File: src/rtl/elevator_pkg.sv
// rtl/elevator_pkg.sv - shared codes, masks and floor helpers for the elevator car/door blocks
package elevator_pkg;

  typedef enum logic [1:0] {
    DIR_STOP   = 2'b00,
    DIR_DOWN   = 2'b01,
    DIR_UP     = 2'b10,
    DIR_UPDOWN = 2'b11
  } dir_t;

  localparam logic ON         = 1'b1;
  localparam logic OFF        = 1'b0;
  localparam logic DOOR_OPEN  = 1'b1;
  localparam logic DOOR_CLOSE = 1'b0;

  localparam logic [2:0] FLOOR_MIN = 3'd1;
  localparam logic [2:0] FLOOR_MAX = 3'd7;

  // Top floor has no up call, bottom floor has no down call.
  localparam logic [FLOOR_MAX:1] HALL_UP_MASK   = 7'b0111111;
  localparam logic [FLOOR_MAX:1] HALL_DOWN_MASK = 7'b1111110;

  typedef enum logic [2:0] {
    ST_IDLE    = 3'd0,
    ST_TRAVEL  = 3'd1,
    ST_STOPCHK = 3'd2,
    ST_ARRIVE  = 3'd3,
    ST_OPEN    = 3'd4,
    ST_DECIDE  = 3'd5
  } state_t;

  // Bit of a floor-indexed vector; floor 0 reads as 0.
  function automatic logic bit_at(input logic [FLOOR_MAX:1] vec, input logic [2:0] f);
    logic [7:0] v;
    v = {vec, 1'b0};
    return v[f];
  endfunction

  // Any bit strictly above floor f.
  function automatic logic any_above(input logic [FLOOR_MAX:1] vec, input logic [2:0] f);
    logic [7:0] v;
    v = {vec, 1'b0};
    return (v >> ({1'b0, f} + 4'd1)) != 8'd0;
  endfunction

  // Any bit strictly below floor f (bit 0 is always zero).
  function automatic logic any_below(input logic [FLOOR_MAX:1] vec, input logic [2:0] f);
    logic [7:0] v;
    v = {vec, 1'b0};
    return (v & ((8'd1 << f) - 8'd1)) != 8'd0;
  endfunction

  // One-hot floor vector for floor f.
  function automatic logic [FLOOR_MAX:1] floor_onehot(input logic [2:0] f);
    logic [7:0] v;
    v = 8'd1 << f;
    return v[7:1];
  endfunction

endpackage

File: src/rtl/ele_request_regs.sv
// rtl/ele_request_regs.sv - latched hall/car request vectors with clear-wins rule
module ele_request_regs import elevator_pkg::*; (
  input  logic                 clk,
  input  logic                 reset,
  input  logic [FLOOR_MAX:1]   i_hall_up,
  input  logic [FLOOR_MAX:1]   i_hall_down,
  input  logic [FLOOR_MAX:1]   i_car_call,
  input  logic [FLOOR_MAX:1]   i_clr_up,
  input  logic [FLOOR_MAX:1]   i_clr_down,
  input  logic [FLOOR_MAX:1]   i_clr_car,
  output logic [FLOOR_MAX:1]   o_up_pending,
  output logic [FLOOR_MAX:1]   o_down_pending,
  output logic [FLOOR_MAX:1]   o_car_pending
);

  logic [FLOOR_MAX:1] r_up;
  logic [FLOOR_MAX:1] r_down;
  logic [FLOOR_MAX:1] r_car;

  // Set on a press, clear on service; a press while being served is dropped.
  always_ff @(posedge clk or negedge reset) begin
    if (!reset) begin
      r_up   <= '0;
      r_down <= '0;
      r_car  <= '0;
    end else begin
      r_up   <= (r_up   | (i_hall_up   & HALL_UP_MASK))   & ~i_clr_up;
      r_down <= (r_down | (i_hall_down & HALL_DOWN_MASK)) & ~i_clr_down;
      r_car  <= (r_car  | i_car_call)                     & ~i_clr_car;
    end
  end

  assign o_up_pending   = r_up;
  assign o_down_pending = r_down;
  assign o_car_pending  = r_car;

endmodule

File: src/rtl/car_motion_ctrl.sv
// rtl/car_motion_ctrl.sv - car scan FSM, travel timer and request latching for a 7-floor elevator
module car_motion_ctrl import elevator_pkg::*; #(
  parameter int NUM_FLOORS    = 7,
  parameter int CLK_PER_FLOOR = 1000000000,
  parameter int OPEN_WAIT     = 2
) (
  input  logic                  clk,
  input  logic                  reset,
  input  logic [NUM_FLOORS:1]   hallUp,
  input  logic [NUM_FLOORS:1]   hallDown,
  input  logic [NUM_FLOORS:1]   carCall,
  input  logic                  doorState,
  output logic [2:0]            currentFloor,
  output logic [1:0]            currentDirection,
  output logic [1:0]            currentFloorButton,
  output logic                  moving,
  output logic [NUM_FLOORS:1]   upPending,
  output logic [NUM_FLOORS:1]   downPending,
  output logic [NUM_FLOORS:1]   carPending
);

  localparam int CW = (CLK_PER_FLOOR > 1) ? $clog2(CLK_PER_FLOOR) : 1;
  localparam int WW = (OPEN_WAIT > 1) ? $clog2(OPEN_WAIT) : 1;
  localparam logic [CW-1:0] CNT_LOAD = CW'(CLK_PER_FLOOR - 1);
  localparam logic [WW-1:0] WAIT_END = WW'(OPEN_WAIT - 1);

  state_t        r_state, w_state_nxt;
  dir_t          r_dir, w_dir_nxt;
  logic [2:0]    r_floor, w_floor_nxt;
  logic [CW-1:0] r_cnt, w_cnt_nxt;
  logic [WW-1:0] r_wait, w_wait_nxt;

  logic [NUM_FLOORS:1] w_up_pend, w_dn_pend, w_car_pend, w_all_pend;
  logic [NUM_FLOORS:1] w_clr_up, w_clr_dn, w_clr_car;
  logic w_up_ahead, w_dn_ahead, w_here, w_up_here, w_dn_here, w_car_here;
  logic w_interlock;

  ele_request_regs u_req (
    .clk            (clk),
    .reset          (reset),
    .i_hall_up      (hallUp),
    .i_hall_down    (hallDown),
    .i_car_call     (carCall),
    .i_clr_up       (w_clr_up),
    .i_clr_down     (w_clr_dn),
    .i_clr_car      (w_clr_car),
    .o_up_pending   (w_up_pend),
    .o_down_pending (w_dn_pend),
    .o_car_pending  (w_car_pend)
  );

  assign w_all_pend  = w_up_pend | w_dn_pend | w_car_pend;
  assign w_up_ahead  = any_above(w_all_pend, r_floor);
  assign w_dn_ahead  = any_below(w_all_pend, r_floor);
  assign w_up_here   = bit_at(w_up_pend, r_floor);
  assign w_dn_here   = bit_at(w_dn_pend, r_floor);
  assign w_car_here  = bit_at(w_car_pend, r_floor);
  assign w_here      = w_up_here | w_dn_here | w_car_here;
  // An open door outside the stop states freezes the car completely.
  assign w_interlock = (doorState == DOOR_OPEN) && (r_state != ST_ARRIVE) && (r_state != ST_OPEN);

  // State, position, direction and timers.
  always_ff @(posedge clk or negedge reset) begin
    if (!reset) begin
      r_state <= ST_IDLE;
      r_dir   <= DIR_STOP;
      r_floor <= FLOOR_MIN;
      r_cnt   <= '0;
      r_wait  <= '0;
    end else begin
      r_state <= w_state_nxt;
      r_dir   <= w_dir_nxt;
      r_floor <= w_floor_nxt;
      r_cnt   <= w_cnt_nxt;
      r_wait  <= w_wait_nxt;
    end
  end

  // Scan decisions, travel stepping and request clears.
  always_comb begin
    w_state_nxt = r_state;
    w_dir_nxt   = r_dir;
    w_floor_nxt = r_floor;
    w_cnt_nxt   = r_cnt;
    w_wait_nxt  = '0;
    w_clr_up    = '0;
    w_clr_dn    = '0;
    w_clr_car   = '0;

    if (r_state == ST_OPEN) begin
      w_clr_car = floor_onehot(r_floor);
      if (r_dir == DIR_UP)   w_clr_up = floor_onehot(r_floor);
      if (r_dir == DIR_DOWN) w_clr_dn = floor_onehot(r_floor);
    end

    if (!w_interlock) begin
      case (r_state)
        ST_IDLE: begin
          if (w_here) begin
            w_dir_nxt   = (w_up_here || w_car_here) ? DIR_UP : DIR_DOWN;
            w_state_nxt = ST_ARRIVE;
          end else if (w_up_ahead) begin
            w_dir_nxt   = DIR_UP;
            w_state_nxt = ST_TRAVEL;
            w_cnt_nxt   = CNT_LOAD;
          end else if (w_dn_ahead) begin
            w_dir_nxt   = DIR_DOWN;
            w_state_nxt = ST_TRAVEL;
            w_cnt_nxt   = CNT_LOAD;
          end
        end

        ST_TRAVEL: begin
          if (r_cnt == '0) begin
            if (r_dir == DIR_UP && r_floor != FLOOR_MAX)   w_floor_nxt = r_floor + 3'd1;
            if (r_dir == DIR_DOWN && r_floor != FLOOR_MIN) w_floor_nxt = r_floor - 3'd1;
            w_state_nxt = ST_STOPCHK;
          end else begin
            w_cnt_nxt = r_cnt - 1'b1;
          end
        end

        ST_STOPCHK: begin
          if (r_dir == DIR_DOWN) begin
            if (w_car_here || w_dn_here) begin
              w_state_nxt = ST_ARRIVE;
            end else if (w_up_here && !w_dn_ahead) begin
              w_dir_nxt   = DIR_UP;
              w_state_nxt = ST_ARRIVE;
            end else if (w_dn_ahead) begin
              w_state_nxt = ST_TRAVEL;
              w_cnt_nxt   = CNT_LOAD;
            end else begin
              w_state_nxt = ST_DECIDE;
            end
          end else begin
            if (w_car_here || w_up_here) begin
              w_state_nxt = ST_ARRIVE;
            end else if (w_dn_here && !w_up_ahead) begin
              w_dir_nxt   = DIR_DOWN;
              w_state_nxt = ST_ARRIVE;
            end else if (w_up_ahead) begin
              w_state_nxt = ST_TRAVEL;
              w_cnt_nxt   = CNT_LOAD;
            end else begin
              w_state_nxt = ST_DECIDE;
            end
          end
        end

        ST_ARRIVE: begin
          if (doorState == DOOR_OPEN) begin
            w_state_nxt = ST_OPEN;
          end else if (r_wait == WAIT_END) begin
            w_state_nxt = ST_DECIDE;
          end else begin
            w_wait_nxt = r_wait + 1'b1;
          end
        end

        ST_OPEN: begin
          if (doorState == DOOR_CLOSE) w_state_nxt = ST_DECIDE;
        end

        ST_DECIDE: begin
          if (r_dir == DIR_DOWN && w_dn_ahead) begin
            w_state_nxt = ST_TRAVEL;
            w_cnt_nxt   = CNT_LOAD;
          end else if (r_dir != DIR_DOWN && w_up_ahead) begin
            w_dir_nxt   = DIR_UP;
            w_state_nxt = ST_TRAVEL;
            w_cnt_nxt   = CNT_LOAD;
          end else if (r_dir == DIR_DOWN && w_up_ahead) begin
            w_dir_nxt   = DIR_UP;
            w_state_nxt = ST_TRAVEL;
            w_cnt_nxt   = CNT_LOAD;
          end else if (r_dir != DIR_DOWN && w_dn_ahead) begin
            w_dir_nxt   = DIR_DOWN;
            w_state_nxt = ST_TRAVEL;
            w_cnt_nxt   = CNT_LOAD;
          end else if (w_here) begin
            // Re-aim at the waiting call so the door can match it.
            w_dir_nxt   = (w_up_here || w_car_here) ? DIR_UP : DIR_DOWN;
            w_state_nxt = ST_ARRIVE;
          end else begin
            w_dir_nxt   = DIR_STOP;
            w_state_nxt = ST_IDLE;
          end
        end

        default: begin
          w_dir_nxt   = DIR_STOP;
          w_state_nxt = ST_IDLE;
        end
      endcase
    end
  end

  assign currentFloor       = r_floor;
  assign currentDirection   = r_dir;
  assign moving             = (r_state == ST_TRAVEL) ? ON : OFF;
  assign currentFloorButton = {w_up_here, w_dn_here};
  assign upPending          = w_up_pend;
  assign downPending        = w_dn_pend;
  assign carPending         = w_car_pend;

endmodule

File: config.mk
export PLATFORM = sky130hd
export DESIGN_NAME = car_motion_ctrl
export DESIGN_NICKNAME = d
export VERILOG_FILES = /design/src/rtl/elevator_pkg.sv /design/src/rtl/ele_request_regs.sv /design/src/rtl/car_motion_ctrl.sv
export SDC_FILE = /design/constraint.sdc
export NUM_CORES = 1
export LEC_CHECK = 0
export CORE_AREA = 2 2 100 83
export CTS_BUF_LIST = sky130_fd_sc_hd__clkbuf_4 sky130_fd_sc_hd__clkbuf_8 sky130_fd_sc_hd__clkbuf_16
export CTS_CLUSTER_SIZE = 28
export DETAILED_ROUTE_END_ITERATION = 10
export DIE_AREA = 0 0 102 85
export PLACE_DENSITY = 0.89
export SYNTH_ARGS = -nofsm -noshare
export SYNTH_HDL_FRONTEND = slang
export SYNTH_SLANG_ARGS = --single-unit
File: constraint.sdc
create_clock -name clk -period 4 [get_ports clk]
set_input_delay 1 -clock clk [delete_from_list [all_inputs] [get_ports clk]]
set_output_delay 1 -clock clk [all_outputs]
set_load 0.01 [all_outputs]
==> results.toml <==
[sta]
period_share_pct = 91.5
fmax_mhz = 273
period_minus_slack_ns = 3.66
hold_viol_final = 0
tns_ns = 0
rsz0062_at_grt = "false"
worstMarginPinSlew_ns = 1.10
slew_headroom_pct = 26.7
fin_skew_ns = 0.0142
final_max_slew_viol_count = 0
setup_viol = 0

[clocking]
clock_path_buffers = 2
cts_tree = "yes"
holdBufCountCts = 0
cts_setup_buffers = 0
cts_root_buffer = "clkbuf_8"
clk_latency_ns = 0.36
post_cts_resize_count = 0
clkTransAtPathRegs_ns = 0.07
htree_levels = 3
cts_buffers = 9
clock-sinks = 60

[synth]
netlist_instances = 489
synth_top_family_by_area = "compound AO/OA/AOI/OAI gates"
netlist_area_um2 = 4200
synth-async-reset-ratio_pct = 100
yosysWarningCount = 0
synth-seq-cells = 60
synth_top_cells_by_count = "dfrtp_1, nand2_1, nor2_1"
yosysTopAreaCell = "dfrtp_1"
ys_seq_area_share_pct = 35.8
synth_area_per_cell_um2 = 8.58
synth_simple_gate_area_share_pct = 22.7
synth_compound_area_share_pct = 27.5
synth_ff_type = "dfrtp_1"
synth-adder-area-share_pct = 2.68
synth.distinct_cells = 75
synth_edf_count = 0
yosysTopAreaCellShare_pct = 35.2
synth_area_leaders = "dfrtp_1, nand2_1, nor2_1"
synth.area.mux_share_pct = 5.22
yosysMostFrequentCell = "dfrtp_1"
synthXorXnorAreaFrac_pct = 1.04
syn_nets = 522

[placement]
place.gp.congestion = 0.980
place.port_buffers = 50
placedCellCount = 627
hpwl_um = 9010

[power]
switching_share_pct = 40.8
p_int_mw = 1.42
peakVddDrop_mv = 0.266
netSwitchingPower_mw = 0.977
p_per_area_nw_per_um2 = 479
combPwrFrac_pct = 42.0
pwr-share-seq_pct = 32.1
power_leakage_nw = 1.86
p_clk_share_pct = 25.9

[grt]
grt_max_degree = 49
grt_pass1_vias = 4077
grt.total_usage_pct = 30.2
grt-ovfl-total = 0
grt_pass1_wl_um = 20500
antenna_found_initial = 0

[flow_run]
maxCapViolations = 0

[floorplanning]
ioPinCount = 53
die_h_um = 85
num_rows = 29
core_area_um2 = 7690
start_util_pct = 54.5
fp.dieW_um = 102
dieArea_um2 = 8670

[finish]
drive_gt1_share_pct = 9.91
antenna_cells = 0
finish.net_count = 563
num-fill-cells = 610
instances_no_fill = 643
area_delta_synth_final_pct = 19.1

[critical_path]
critical_path_required_ns = 3.00
start_kind = "flip-flop"
path_max_fanout = 15
arrival_ns = 2.66
critPathCaptureType = "output port"
crit_type = "flip-flop to output port"

[drt]
routed_via_density = 6.67
wl_per_cell_um = 19.4
ant_nets = 0
first_iter_violations = 715
via_count = 4291
drc = 0
drt-total-wl_um = 12500
dr.pass1.iters = 6

[outcome]
outcome = "complete, no violations"

[hold_path]
min_path_type = "flip-flop to flip-flop"
## area by class of cell
class	count	area, um2	area share [%]
inverter	18	67.6	1.35
multi-input combinational	378	2480	49.6
sequential	60	1500	30.1
clock inverter	5	75.1	1.50
tap	108	135	2.70
clock buffer	11	145	2.90
timing repair buffer	63	593	11.9
## metrics by stage
step / total power [mW] / util, % / hold WS, ns / cell area, um2 / setup WS [ns]
final: 2.39 / 65.0 / 0.430 / 5000 / 0.339
after global routing: 2.52 / 65.0 / 0.443 / 5000 / 0.169
after CTS: 2.35 / 65.0 / 0.427 / 5000 / 0.447
after detailed placement: 1.74 / 62.1 / 0.407 / 4780 / 0.399
after global placement: 1.69 / 62.1 / 0.418 / 4780 / 0.460
after floorplan: 1.43 / - / 0.397 / 4200 / 0.389
## critical path, cell delays in order, from the launching register on
cell,delay (ns)
dfrtp_1,0.55
nor2_1,0.27
nand2_1,0.31
inv_1,0.53
clkdlybuf4s50_1,0.64
## power by group through the flow
stage / sequential, mW / combinational (mW) / clock (mW)
detailed placement: 0.770 / 0.968 / 0
floorplan: 0.744 / 0.687 / 0
global placement: 0.763 / 0.927 / 0
CTS: 0.763 / 0.970 / 0.621
finish: 0.769 / 1.00 / 0.621
global route: 0.775 / 1.08 / 0.660
## cells in the final DEF, fill, tap and decap left out, drive strengths merged, types with 3 or more instances in the layout
cell type	Yosys	final
a211o	3	3
a21o	10	10
a21oi	22	22
a221o	4	4
a221oi	4	4
a22o	4	4
a22oi	4	4
a31oi	8	8
and2	4	4
and3	6	6
buf	12	14
clkbuf	21	11
clkdlybuf4s50	0	49
clkinv	0	3
dfrtp	59	59
ha	9	9
inv	18	18
mux2	8	8
mux2i	8	8
nand2	51	51
nand2b	10	10
nand3	10	10
nor2	42	42
nor2b	4	4
nor3	29	29
nor4	12	12
o211ai	6	6
o21a	4	4
o21ai	32	32
o22a	14	14
o31ai	5	5
o32ai	3	3
o41ai	7	7
or3	13	13
or4	5	5
xnor2	3	3
## kinds of logic (layout without fill, tap and decap cells)
family                     Yosys count  in the layout
AOI/OAI and AO/OA                  156            156
xor gates and xnor gates             5              5
adders and majority gates            9              9
buffers and inverters               51             97
DFF                                 60             60
muxes                               18             18
and+or+nand+nor                    190            190
## sequential cells by signal, summed over array words and instances (netlist names)
signal,cells
currentDirection,2
r_cnt,30
u_req.o_up_pending,7
r_wait,1
u_req.o_car_pending,7
u_req.o_down_pending,7
currentFloor,3
r_state,3
## layer usage
| metal | up-vias | GRT usage (%) | wire, um |
|---|---|---|---|
| met5 | - | 0 | 0 |
| met4 | 0 | 9.09 | 353 |
| met3 | 52 | 9.56 | 1580 |
| met2 | 287 | 44.7 | 5500 |
| met1 | 2042 | 42.5 | 5070 |
| li1 | 1910 | - | - |
## final timing paths
path / from / end / slack [ns] / depth (start not counted)
setup / recovery: r_state[2] / moving / 0.34 / 4
hold / removal: r_wait / r_wait / 0.43 / 1
setup reg to reg: currentFloor[0] / r_cnt[26] / 0.34 / 11
hold reg to reg: r_wait / r_wait / 0.43 / 1
max in group asynchronous: reset / currentFloor[0] / 2.27 / 2
min in group asynchronous: reset / u_req.o_down_pending[2] / 0.83 / 1
Note: power is estimated with default switching activity, not from simulation.
